==> src/rtl/bypass_sel_ctrl.sv <==
// Operand-bypass select controller for one source operand of a four-issue pipeline.
// Optional feature macro: BYPASS_LOAD_FWD_EN (forward M-stage load data as select 9).
module bypass_sel_ctrl #(
  parameter int REGW = 5
) (
  input  logic                   clk,
  input  logic                   reset,
  input  logic                   adv,
  input  logic                   flush,
  input  logic [3:0]             id_we,
  input  logic [4*REGW-1:0]      id_rd,
  input  logic [3:0]             id_isload,
  input  logic                   id_hilo_we,
  input  logic [REGW-1:0]        rs,
  input  logic                   rs_hilo,
  output logic [3:0]             sel,
  output logic                   load_use
);

  // Issue width is tied to the select encoding, so it is not a parameter.
  localparam int NSLOT = 4;

  localparam logic [3:0] SEL_RF   = 4'd0;
  localparam logic [3:0] SEL_E0   = 4'd1;
  localparam logic [3:0] SEL_M0   = 4'd5;
  localparam logic [3:0] SEL_MLD  = 4'd9;
  localparam logic [3:0] SEL_HILO = 4'd10;

  logic [NSLOT-1:0]      e_we, m_we;
  logic [NSLOT*REGW-1:0] e_rd, m_rd;
  logic [NSLOT-1:0]      e_isload, m_isload;
  logic                  e_hilo, m_hilo;

  logic       e_hit, m_hit;
  logic [1:0] e_slot, m_slot;
  logic [3:0] sel_d;
  logic       lu_d;

  // Ascending scan so the highest matching slot (latest in program order) wins.
  always_comb begin
    e_hit  = 1'b0;
    e_slot = 2'd0;
    m_hit  = 1'b0;
    m_slot = 2'd0;
    for (int s = 0; s < NSLOT; s++) begin
      if (e_we[s] && (e_rd[s*REGW +: REGW] == rs)) begin
        e_hit  = 1'b1;
        e_slot = 2'(s);
      end
      if (m_we[s] && (m_rd[s*REGW +: REGW] == rs)) begin
        m_hit  = 1'b1;
        m_slot = 2'(s);
      end
    end
  end

  always_comb begin
    sel_d = SEL_RF;
    lu_d  = 1'b0;
    if (rs_hilo) begin
      if (e_hilo || m_hilo) sel_d = SEL_HILO;
    end else if (rs != '0) begin
      if (e_hit) begin
        if (e_isload[e_slot]) lu_d  = 1'b1;
        else                  sel_d = SEL_E0 + {2'b00, e_slot};
      end else if (m_hit) begin
        if (m_isload[m_slot]) begin
`ifdef BYPASS_LOAD_FWD_EN
          sel_d = SEL_MLD;
`else
          lu_d  = 1'b1;
`endif
        end else begin
          sel_d = SEL_M0 + {2'b00, m_slot};
        end
      end
    end
  end

  assign load_use = lu_d;

  // Flush kills in-flight writers but keeps stale rd/isload; they are gated by we.
  always_ff @(posedge clk) begin
    if (reset) begin
      e_we     <= '0;
      m_we     <= '0;
      e_rd     <= '0;
      m_rd     <= '0;
      e_isload <= '0;
      m_isload <= '0;
      e_hilo   <= 1'b0;
      m_hilo   <= 1'b0;
      sel      <= SEL_RF;
    end else if (flush) begin
      e_we   <= '0;
      m_we   <= '0;
      e_hilo <= 1'b0;
      m_hilo <= 1'b0;
      sel    <= SEL_RF;
    end else if (adv) begin
      sel      <= sel_d;
      m_we     <= e_we;
      m_rd     <= e_rd;
      m_isload <= e_isload;
      m_hilo   <= e_hilo;
      e_we     <= id_we;
      e_rd     <= id_rd;
      e_isload <= id_isload;
      e_hilo   <= id_hilo_we;
    end
  end

endmodule

==> config.mk <==
export PLATFORM = sky130hd
export DESIGN_NAME = bypass_sel_ctrl
export DESIGN_NICKNAME = d
export VERILOG_FILES = /design/src/rtl/bypass_sel_ctrl.sv
export SDC_FILE = /design/constraint.sdc
export NUM_CORES = 1
export LEC_CHECK = 0
export ABC_AREA = 1
export BUFFER_PORTS_ARGS = -buffer_cell sky130_fd_sc_hd__buf_2
export CORE_MARGIN = 4
export CORE_UTILIZATION = 35
export DETAILED_ROUTE_END_ITERATION = 10
export PLACE_DENSITY = 0.58
export SETUP_SLACK_MARGIN = 0.2
export SLEW_MARGIN = 40
export SYNTH_ARGS = -nofsm -noshare
export SYNTH_HDL_FRONTEND = slang
export SYNTH_SLANG_ARGS = --single-unit
==> constraint.sdc <==
create_clock -name clk -period 1.5 [get_ports clk]
set_clock_uncertainty 0.15 [all_clocks]
set_input_delay 0.075 -clock clk [delete_from_list [all_inputs] [get_ports clk]]
set_output_delay 0.075 -clock clk [all_outputs]
set_load 0.005 [all_outputs]
==> results of run 1 <==
==> per-stage QoR <==
stage	setup TNS (ps)	std cells	power [mW]	setup slack (ps)
final	-1660	712	3.67	-505
after global routing	-2240	712	3.86	-616
after CTS	-1720	712	3.68	-518
after detailed placement	-1090	658	2.38	-259
after global placement	-1050	658	2.37	-256
after floorplan	0	476	2.13	49.7
==> flip-flops by register name (all words and copies together) (netlist names) <==
register  cells
e_rd         20
e_hilo        1
m_hilo        1
m_rd         20
e_isload      4
m_we          4
sel           4
m_isload      4
e_we          4
==> placed cells by master, fill, tap and decap left out, types with 17 or more instances in the layout <==
cell type and instances:
dfxtp_1 44, buf_4 57, a211oi_1 38, dfxtp_2 17
a21oi_1 22, nand2_1 126, dlygate4sd3_1 32, nand2_2 24
buf_2 43, nor2_1 66, inv_1 41
==> worst max-delay path, cell delays in order (launching register included) <==
cell,delay [ps]
dfxtp_1,340
inv_1,50
nand2_1,50
nand2_1,60
a21oi_2,130
nand3_2,150
nand2_2,120
nor2_1,80
nor2_2,130
nand2_2,80
a21oi_2,120
buf_2,120
==> routing by layer <==
layer,up-vias,part of all wire
met5,-,0
li1,1763,-
met4,0,0.021
met2,65,0.44
met3,15,0.046
met1,1510,0.49
==> cells by family (layout without fill, tap and decap cells) <==
kind of cell	after synthesis	count (layout)
compound gates	85	85
buf+inv	77	205
simple gates	250	250
xor+xnor	2	2
flops	62	62
==> timing repair <==
item | in CTS | in global routing
cloned | 0 | 0
endpoints found under the hold margin | 31 | 0
setup buffers | 7 | 0
resized for setup | 25 | 43
hold buffers | 32 | 0
setup endpoints to repair | 5 | 5
pin swaps | 21 | 27
==> final cells by class <==
class	instances	area, um2
clock buffer	13	139
clock inverter	2	10.0
fill	887	4210
inverter	55	206
multi-input combinational	337	1700
sequential	62	1270
tap	108	135
timing repair buffer	135	1010
==> path summary, 6_finish.rpt <==
check	start	slack (ps)	endpoint	cells after the start
min reg2reg	m_hilo	310	m_hilo	2
max reg2reg	m_rd[9]	-310	sel[2]	15
max	m_rd[17]	-500	load_use	11
min	flush	30	e_isload[3]	4
==> power breakdown <==
group | switching (mW) | total (mW) | leakage, nW | internal (mW)
Clock | 0.628 | 1.22 | 0.0773 | 0.587
Combinational | 0.347 | 0.667 | 1.36 | 0.320
Sequential | 0.0513 | 1.79 | 0.515 | 1.74
==> flow_metrics.py, run 1 <==
metrics = {
    "drt": {
        "post_drt_wl_per_cell_um": 12.3,
        "drt_first_pass_iters": 4,
        "drtIter0Drc": 89,
        "postRouteAntennaNets": 0,
        "drc_errors": 0,
        "num_vias": 3353,
        "routed_via_density": 4.71,
        "wl_mm": 8.76,
    },
    "power": {
        "total_leakage_power_nw": 1.95,
        "ir_drop_uv": 448,
        "powerDensity_mw_per_mm2": 821,
    },
    "logic_synthesis": {
        "ys_seq_area_frac": 0.398,
        "synth-async-reset-ratio": 0,
        "yosysTopAreaCellShare": 0.398,
        "netlist_area_mm2": 0.00312,
        "synth_most_common_cell": "nand2_1",
        "synth_seq_cells": 62,
        "synth_flop_cell": "dfxtp_1",
        "synth_compound_area_frac": 0.171,
        "synth.avg_cell_area_um2": 6.55,
        "synth_edf_count": 0,
        "yosys.area_share.xor_xnor": 0.00562,
        "yosys-top-cells-count": "nand2_1, nor2_1, dfxtp_1",
        "synth_top_family_by_area": "simple AND/OR/NAND/NOR gates",
        "yosys_warnings": 0,
        "syn_nets": 515,
        "synthMuxAreaShare": 0,
        "yosys.area_share.simple": 0.327,
        "synthCells": 476,
        "synth.distinct_cells": 22,
        "synth_top_cell_by_area": "dfxtp_1",
        "ys_top_cells_by_area": "dfxtp_1, nand2_1, nor2_1",
        "yosys.area_share.adder": 0,
    },
    "global_route": {
        "antenna_found_initial": 0,
        "grt_util_met2": 0.278,
        "top_usage_layer": "met2",
        "grt_max_degree": 49,
        "grt_first_pass_wirelength_mm": 14.7,
        "gr-total-overflow": 0,
        "grt_usage": 0.181,
        "use_met1": 0.240,
        "grtUsageMet3": 0.0437,
        "grt_pass1_vias": 3139,
    },
    "final_layout": {
        "final_area_mm2": 0.00447,
        "antenna_cells": 0,
        "layout.nets": 639,
        "layout-drive-gt1-share": 0.338,
        "syn2layout_area_growth_pct": 43.5,
        "final_util": 0.515,
    },
    "run_status": {
        "violations": "negative setup slack",
        "outcome": "complete, but fails checks",
    },
    "sta": {
        "whs_ps": 33.0,
        "period_share": 1.34,
        "finalWorstSetupSlack_ps": -505,
        "slew_headroom": 0.737,
        "max_freq_mhz": 499,
        "slew_viol_final": 0,
        "rsz0062_at_grt": "yes",
        "worst_slew_pin_slew_ps": 394,
        "post-route-min-period_ps": 2000,
        "setup_viol": 5,
        "finalHoldViolCount": 0,
    },
    "worst_hold_path": {
        "holdCritPathClass": "in -> reg",
    },
    "place": {
        "gp_congestion": 0.879,
        "dp_hpwl_mm": 6.17,
        "placed_cell_area_mm2": 0.00380,
        "io_buffers": 43,
    },
    "cts": {
        "h-tree-depth": 3,
        "clk_pin_slew_worst_paths_ps": 70,
        "clockBufferDepth": 2,
        "clk_latency_ps": 340,
        "clkSinkCount": 62,
        "ctsRootBufferMaster": "clkbuf_8",
        "cts_tree": "done",
        "cts_made_buffers": 9,
    },
    "floorplanning": {
        "die_width_um": 102,
        "die-area_mm2": 0.0105,
        "row_count": 34,
        "start_util": 0.359,
        "core_area_mm2": 0.00868,
        "io_pins": 44,
        "die_y_um": 102,
    },
    "critical_path": {
        "endpoint_kind": "output port",
        "worstSetupPathType": "reg -> out",
        "crit_path_start_kind": "register",
        "cp.required_ps": 1270,
        "critical_path.max_fanout": 4,
        "arrival_ps": 1780,
    },
    "flow_run": {
        "max_cap_violations": 0,
    },
}
No activity file was read; power rests on OpenSTA's default activity.
==> inputs of run 2 (changes only) <==
- PLACE_DENSITY: 0.58 -> 0.56
- clock period: 1.5 -> 2.52 ns (I/O delays scaled with it)
==> flow_metrics.py, run 2 (same netlist as run 1, synthesis figures left out) <==
metrics = {
    "power": {
        "powerDensity_mw_per_mm2": 581,
        "total_leakage_power_nw": 1.69,
        "ir_drop_uv": 409,
    },
    "drt": {
        "postRouteAntennaNets": 0,
        "num_vias": 3062,
        "routed_via_density": 4.68,
        "drc_errors": 0,
        "drt_first_pass_iters": 4,
        "wl_mm": 8.34,
        "post_drt_wl_per_cell_um": 12.8,
        "drtIter0Drc": 136,
    },
    "critical_path": {
        "endpoint_kind": "output port",
        "critical_path.max_fanout": 7,
        "cp.required_ps": 2240,
        "r2r-start": "m_rd[17]",
        "crit_path_start_kind": "register",
        "setup.worst_path.start": "e_rd[10]",
        "arrival_ps": 1860,
        "worstSetupPathType": "reg -> out",
        "ff2ff_path_depth": 12,
    },
    "sta": {
        "worst_slew_pin_slew_ps": 555,
        "slew_headroom": 0.629,
        "post-route-min-period_ps": 2130,
        "whs_ps": 26.9,
        "rsz0062_at_grt": "no",
        "finalWorstSetupSlack_ps": 386,
        "setup_viol": 0,
        "finalHoldViolCount": 0,
        "period_share": 0.847,
        "slew_viol_final": 0,
        "setup_tns_ps": 0,
        "max_freq_mhz": 469,
    },
    "worst_hold_path": {
        "holdCritPathClass": "in -> reg",
        "worstHoldStart": "adv",
        "holdPathStages": 3,
    },
    "global_route": {
        "gr-total-overflow": 0,
        "top_usage_layer": "met2",
        "grtUsageMet3": 0.0410,
        "antenna_found_initial": 0,
        "grt_max_degree": 45,
        "grt_first_pass_wirelength_mm": 14.0,
        "grt_usage": 0.171,
        "grt_pass1_vias": 2889,
        "use_met1": 0.236,
        "grt_util_met2": 0.265,
    },
    "cts": {
        "clk_latency_ps": 340,
        "postCtsSetupRepairBufs": 0,
        "cts_tree": "done",
        "ctsRootBufferMaster": "clkbuf_8",
        "clk_pin_slew_worst_paths_ps": 70,
        "clkSinkCount": 62,
        "clockBufferDepth": 2,
        "h-tree-depth": 3,
        "cts_made_buffers": 9,
    },
    "floorplanning": {
        "die-area_mm2": 0.0105,
        "die_y_um": 102,
        "die_width_um": 102,
        "core_area_mm2": 0.00868,
        "start_util": 0.359,
        "io_pins": 44,
        "row_count": 34,
    },
    "final_layout": {
        "n_fill_cell": 934,
        "final_util": 0.453,
        "layout-drive-gt1-share": 0.176,
        "syn2layout_area_growth_pct": 26.1,
        "multiInputGateArea_mm2": 0.00159,
        "regArea_mm2": 0.00124,
        "antenna_cells": 0,
        "final_common_cell": "nand2_1",
        "layout.nets": 581,
        "final_cell_mix": "nand2_1, nor2_1, dfxtp_1, inv_1, buf_2",
        "top_regs": "e_rd x20, m_rd x20",
    },
    "place": {
        "dp_hpwl_mm": 5.94,
        "gp_congestion": 0.830,
        "io_buffers": 43,
        "place_ws_ps": 487,
    },
    "run_status": {
        "outcome": "finished clean",
    },
    "flow_run": {
        "max_cap_violations": 0,
    },
}
run 2: through the flow:
step	cell area, um2	power (mW)	instances
after floorplan	3120	1.27	476
after global placement	3400	1.35	609
after detailed placement	3400	1.35	609
after CTS	3910	2.31	654
after global routing	3930	2.41	654
final	3930	2.28	654
run 2: metal layers:
metal	wire length (um)	vias to the layer above	share of wire
li1	-	1639	-
met3	332	11	0.040
met2	3710	65	0.44
met5	0	-	0
met1	4180	1347	0.50
met4	121	0	0.015
run 2: layout make-up:
type,instances,area share
multi-input combinational,337,0.406
sequential,62,0.316
timing repair buffer,77,0.139
inverter,55,0.0525
clock buffer,12,0.0420
tap,108,0.0344
clock inverter,3,0.0108
run 2: final timing paths:
kind | slack (ps) | to
hold reg to reg | 320 | m_hilo
setup / recovery | 390 | load_use
setup reg to reg | 790 | sel[1]
hold / removal | 30 | e_we[3]
run 2: power by group:
part	switching (mW)	total (mW)	internal, mW
registers	0.0322	1.06	1.03
clock network	0.385	0.916	0.531
logic	0.180	0.307	0.127
total	0.597	2.28	1.69
run 2: critical path, stage by stage, from the launching register on:
cell and delay, ps:
dfxtp_1 410, nand2_1 120, nand2_1 90, nor2_2 50, nand3_2 120, nand3_2 110
inv_2 90, nand2_4 70, nor2_1 130, nand2_1 80, a21oi_2 130, buf_2 120
run 2: what timing repair did:
item                                    4_1_cts  5_1_grt
hold endpoints to repair                     31        0
hold buffers                                 30        0
endpoints found under the setup margin        0        1
gates resized for setup                       0        9
==> inputs of run 3 (changes only) <==
- PLACE_DENSITY: 0.56 -> 0.58
- clock period: 2.52 -> 1.8 ns (I/O delays scaled with it)
==> flow_metrics.py, run 3 (same netlist as run 1, synthesis figures left out) <==
metrics = {
    "critical_path": {
        "endpoint_kind": "output port",
        "path_common_cell": "nand2_2",
        "critical_path.max_fanout": 4,
        "reg2reg_slack_ps": -20,
        "crit_buf_inv": 2,
        "critical_path.top_delay_family": "simple AND/OR/NAND/NOR gates",
        "critical_path.max_stage_delay_ps": 340,
        "r2r-start": "e_rd[18]",
        "ff2ff_path_depth": 14,
        "critPathSlowestCell": "dfxtp_2",
        "arrival_ps": 1810,
        "cp.required_ps": 1560,
        "cp_cell_sequence": "inv_1 > nand2_1 > nand2_1 > nor2_1 > nand3_2 > o21ai_0 > nand2_2 > nand2_2 > nand2_2 > a21oi_2 > buf_2",
        "worstSetupPathType": "reg -> out",
        "crit_path_start_kind": "register",
        "timing.rr.end": "sel[1]",
    },
    "global_route": {
        "grt_first_pass_wirelength_mm": 14.9,
        "grt_usage": 0.183,
        "grt_pass1_vias": 3039,
        "grt_max_degree": 53,
        "antenna_found_initial": 0,
        "gr-total-overflow": 0,
    },
    "drt": {
        "routed_via_density": 4.71,
        "postRouteAntennaNets": 0,
        "drc_errors": 0,
        "num_vias": 3233,
        "post_drt_wl_per_cell_um": 13.2,
        "wl_mm": 9.07,
        "drt_first_pass_iters": 4,
        "drtIter0Drc": 123,
    },
    "cts": {
        "clk_latency_ps": 360,
        "h-tree-depth": 3,
        "ctsRootBufferMaster": "clkbuf_8",
        "clkSinkCount": 62,
        "clk_pin_slew_worst_paths_ps": 80,
        "cts_tree": "done",
        "clockBufferDepth": 2,
        "cts_made_buffers": 9,
    },
    "final_layout": {
        "antenna_cells": 0,
        "syn2layout_area_growth_pct": 41.3,
        "layout-drive-gt1-share": 0.351,
        "final_area_mm2": 0.00440,
        "top_regs": "e_rd x20, m_rd x20",
        "final_common_cell": "nand2_1",
        "layout.nets": 613,
        "final_cell_mix": "nand2_1, nor2_1, buf_2",
        "final_cells": 687,
    },
    "sta": {
        "whs_ps": 26.9,
        "period_share": 1.14,
        "finalWorstSetupSlack_ps": -245,
        "worst_slew_pin_slew_ps": 517,
        "setup_viol": 3,
        "slew_viol_final": 0,
        "rsz0062_at_grt": "yes",
        "finalHoldViolCount": 0,
        "max_freq_mhz": 489,
        "slew_headroom": 0.656,
        "setup_tns_ps": -266,
        "post-route-min-period_ps": 2050,
    },
    "floorplanning": {
        "die-area_mm2": 0.0105,
        "start_util": 0.359,
        "die_width_um": 102,
        "core_area_mm2": 0.00868,
        "row_count": 34,
        "io_pins": 44,
        "die_y_um": 102,
    },
    "worst_hold_path": {
        "holdCritPathClass": "in -> reg",
        "holdPathStages": 5,
        "hold_path_end": "m_we[3]",
        "worstHoldStart": "adv",
    },
    "power": {
        "powerDensity_mw_per_mm2": 748,
        "ir_drop_uv": 400,
        "total_leakage_power_nw": 1.86,
    },
    "place": {
        "dp_cells": 626,
        "placed_cell_area_mm2": 0.00353,
        "io_buffers": 43,
        "gp_congestion": 0.818,
        "dp_hpwl_mm": 6.20,
    },
    "run_status": {
        "violations": "negative setup slack",
        "outcome": "complete, but fails checks",
    },
    "flow_run": {
        "max_cap_violations": 0,
    },
}
[run 3: routing by layer]
metal,GRT usage,vias up,share of wire
met3,0.0396,12,0.051
li1,-,1702,-
met5,0,-,0
met2,0.287,63,0.46
met4,0.0636,0,0.014
met1,0.249,1456,0.48
[run 3: through the flow]
stage                     setup WS [ps]   util  power [mW]
after floorplan                     340      -        1.77
after global placement             -107  0.406        1.92
after detailed placement           -110  0.407        1.92
after CTS                          -252  0.486        3.29
after global routing               -388  0.507        3.45
final                              -245  0.507        3.29
[run 3: area by class of cell]
cell class	instances	area [um2]
fillers	915	4280
multi-input cells	337	1780
flip-flops and latches	62	1270
repair buffers	109	806
inverters	55	209
well taps	108	135
clock buffers	9	124
clock inverters	7	80.1
[run 3: worst max-delay path by stage]
stage                     cells after the start        to  startpoint
after detailed placement                     13  load_use       rs[4]
final                                        11  load_use    m_rd[11]
after global routing                         14  load_use     e_rd[9]
after global placement                       13  load_use       rs[4]
after floorplan                              12    sel[2]    m_rd[17]
after CTS                                    13  load_use    e_rd[12]
[run 3: worst min-delay path: stages]
cell and delay (ps):
buf_2 90, inv_2 40, buf_4 170, nand2_1 60, a21oi_1 50
[run 3: power breakdown]
part | switching (mW) | leakage (nW) | internal (mW)
logic | 0.294 | 1.25 | 0.224
clock network | 0.626 | 0.0968 | 0.655
registers | 0.0457 | 0.517 | 1.45
total | 0.967 | 1.86 | 2.33
[run 3: what timing repair did]
action,CTS,global route
hold buffers,32,0
gates cloned,0,0
setup endpoints to repair,5,5
pin swaps,18,33
hold endpoints to repair,31,0
setup buffers,6,7
resized for setup,49,55
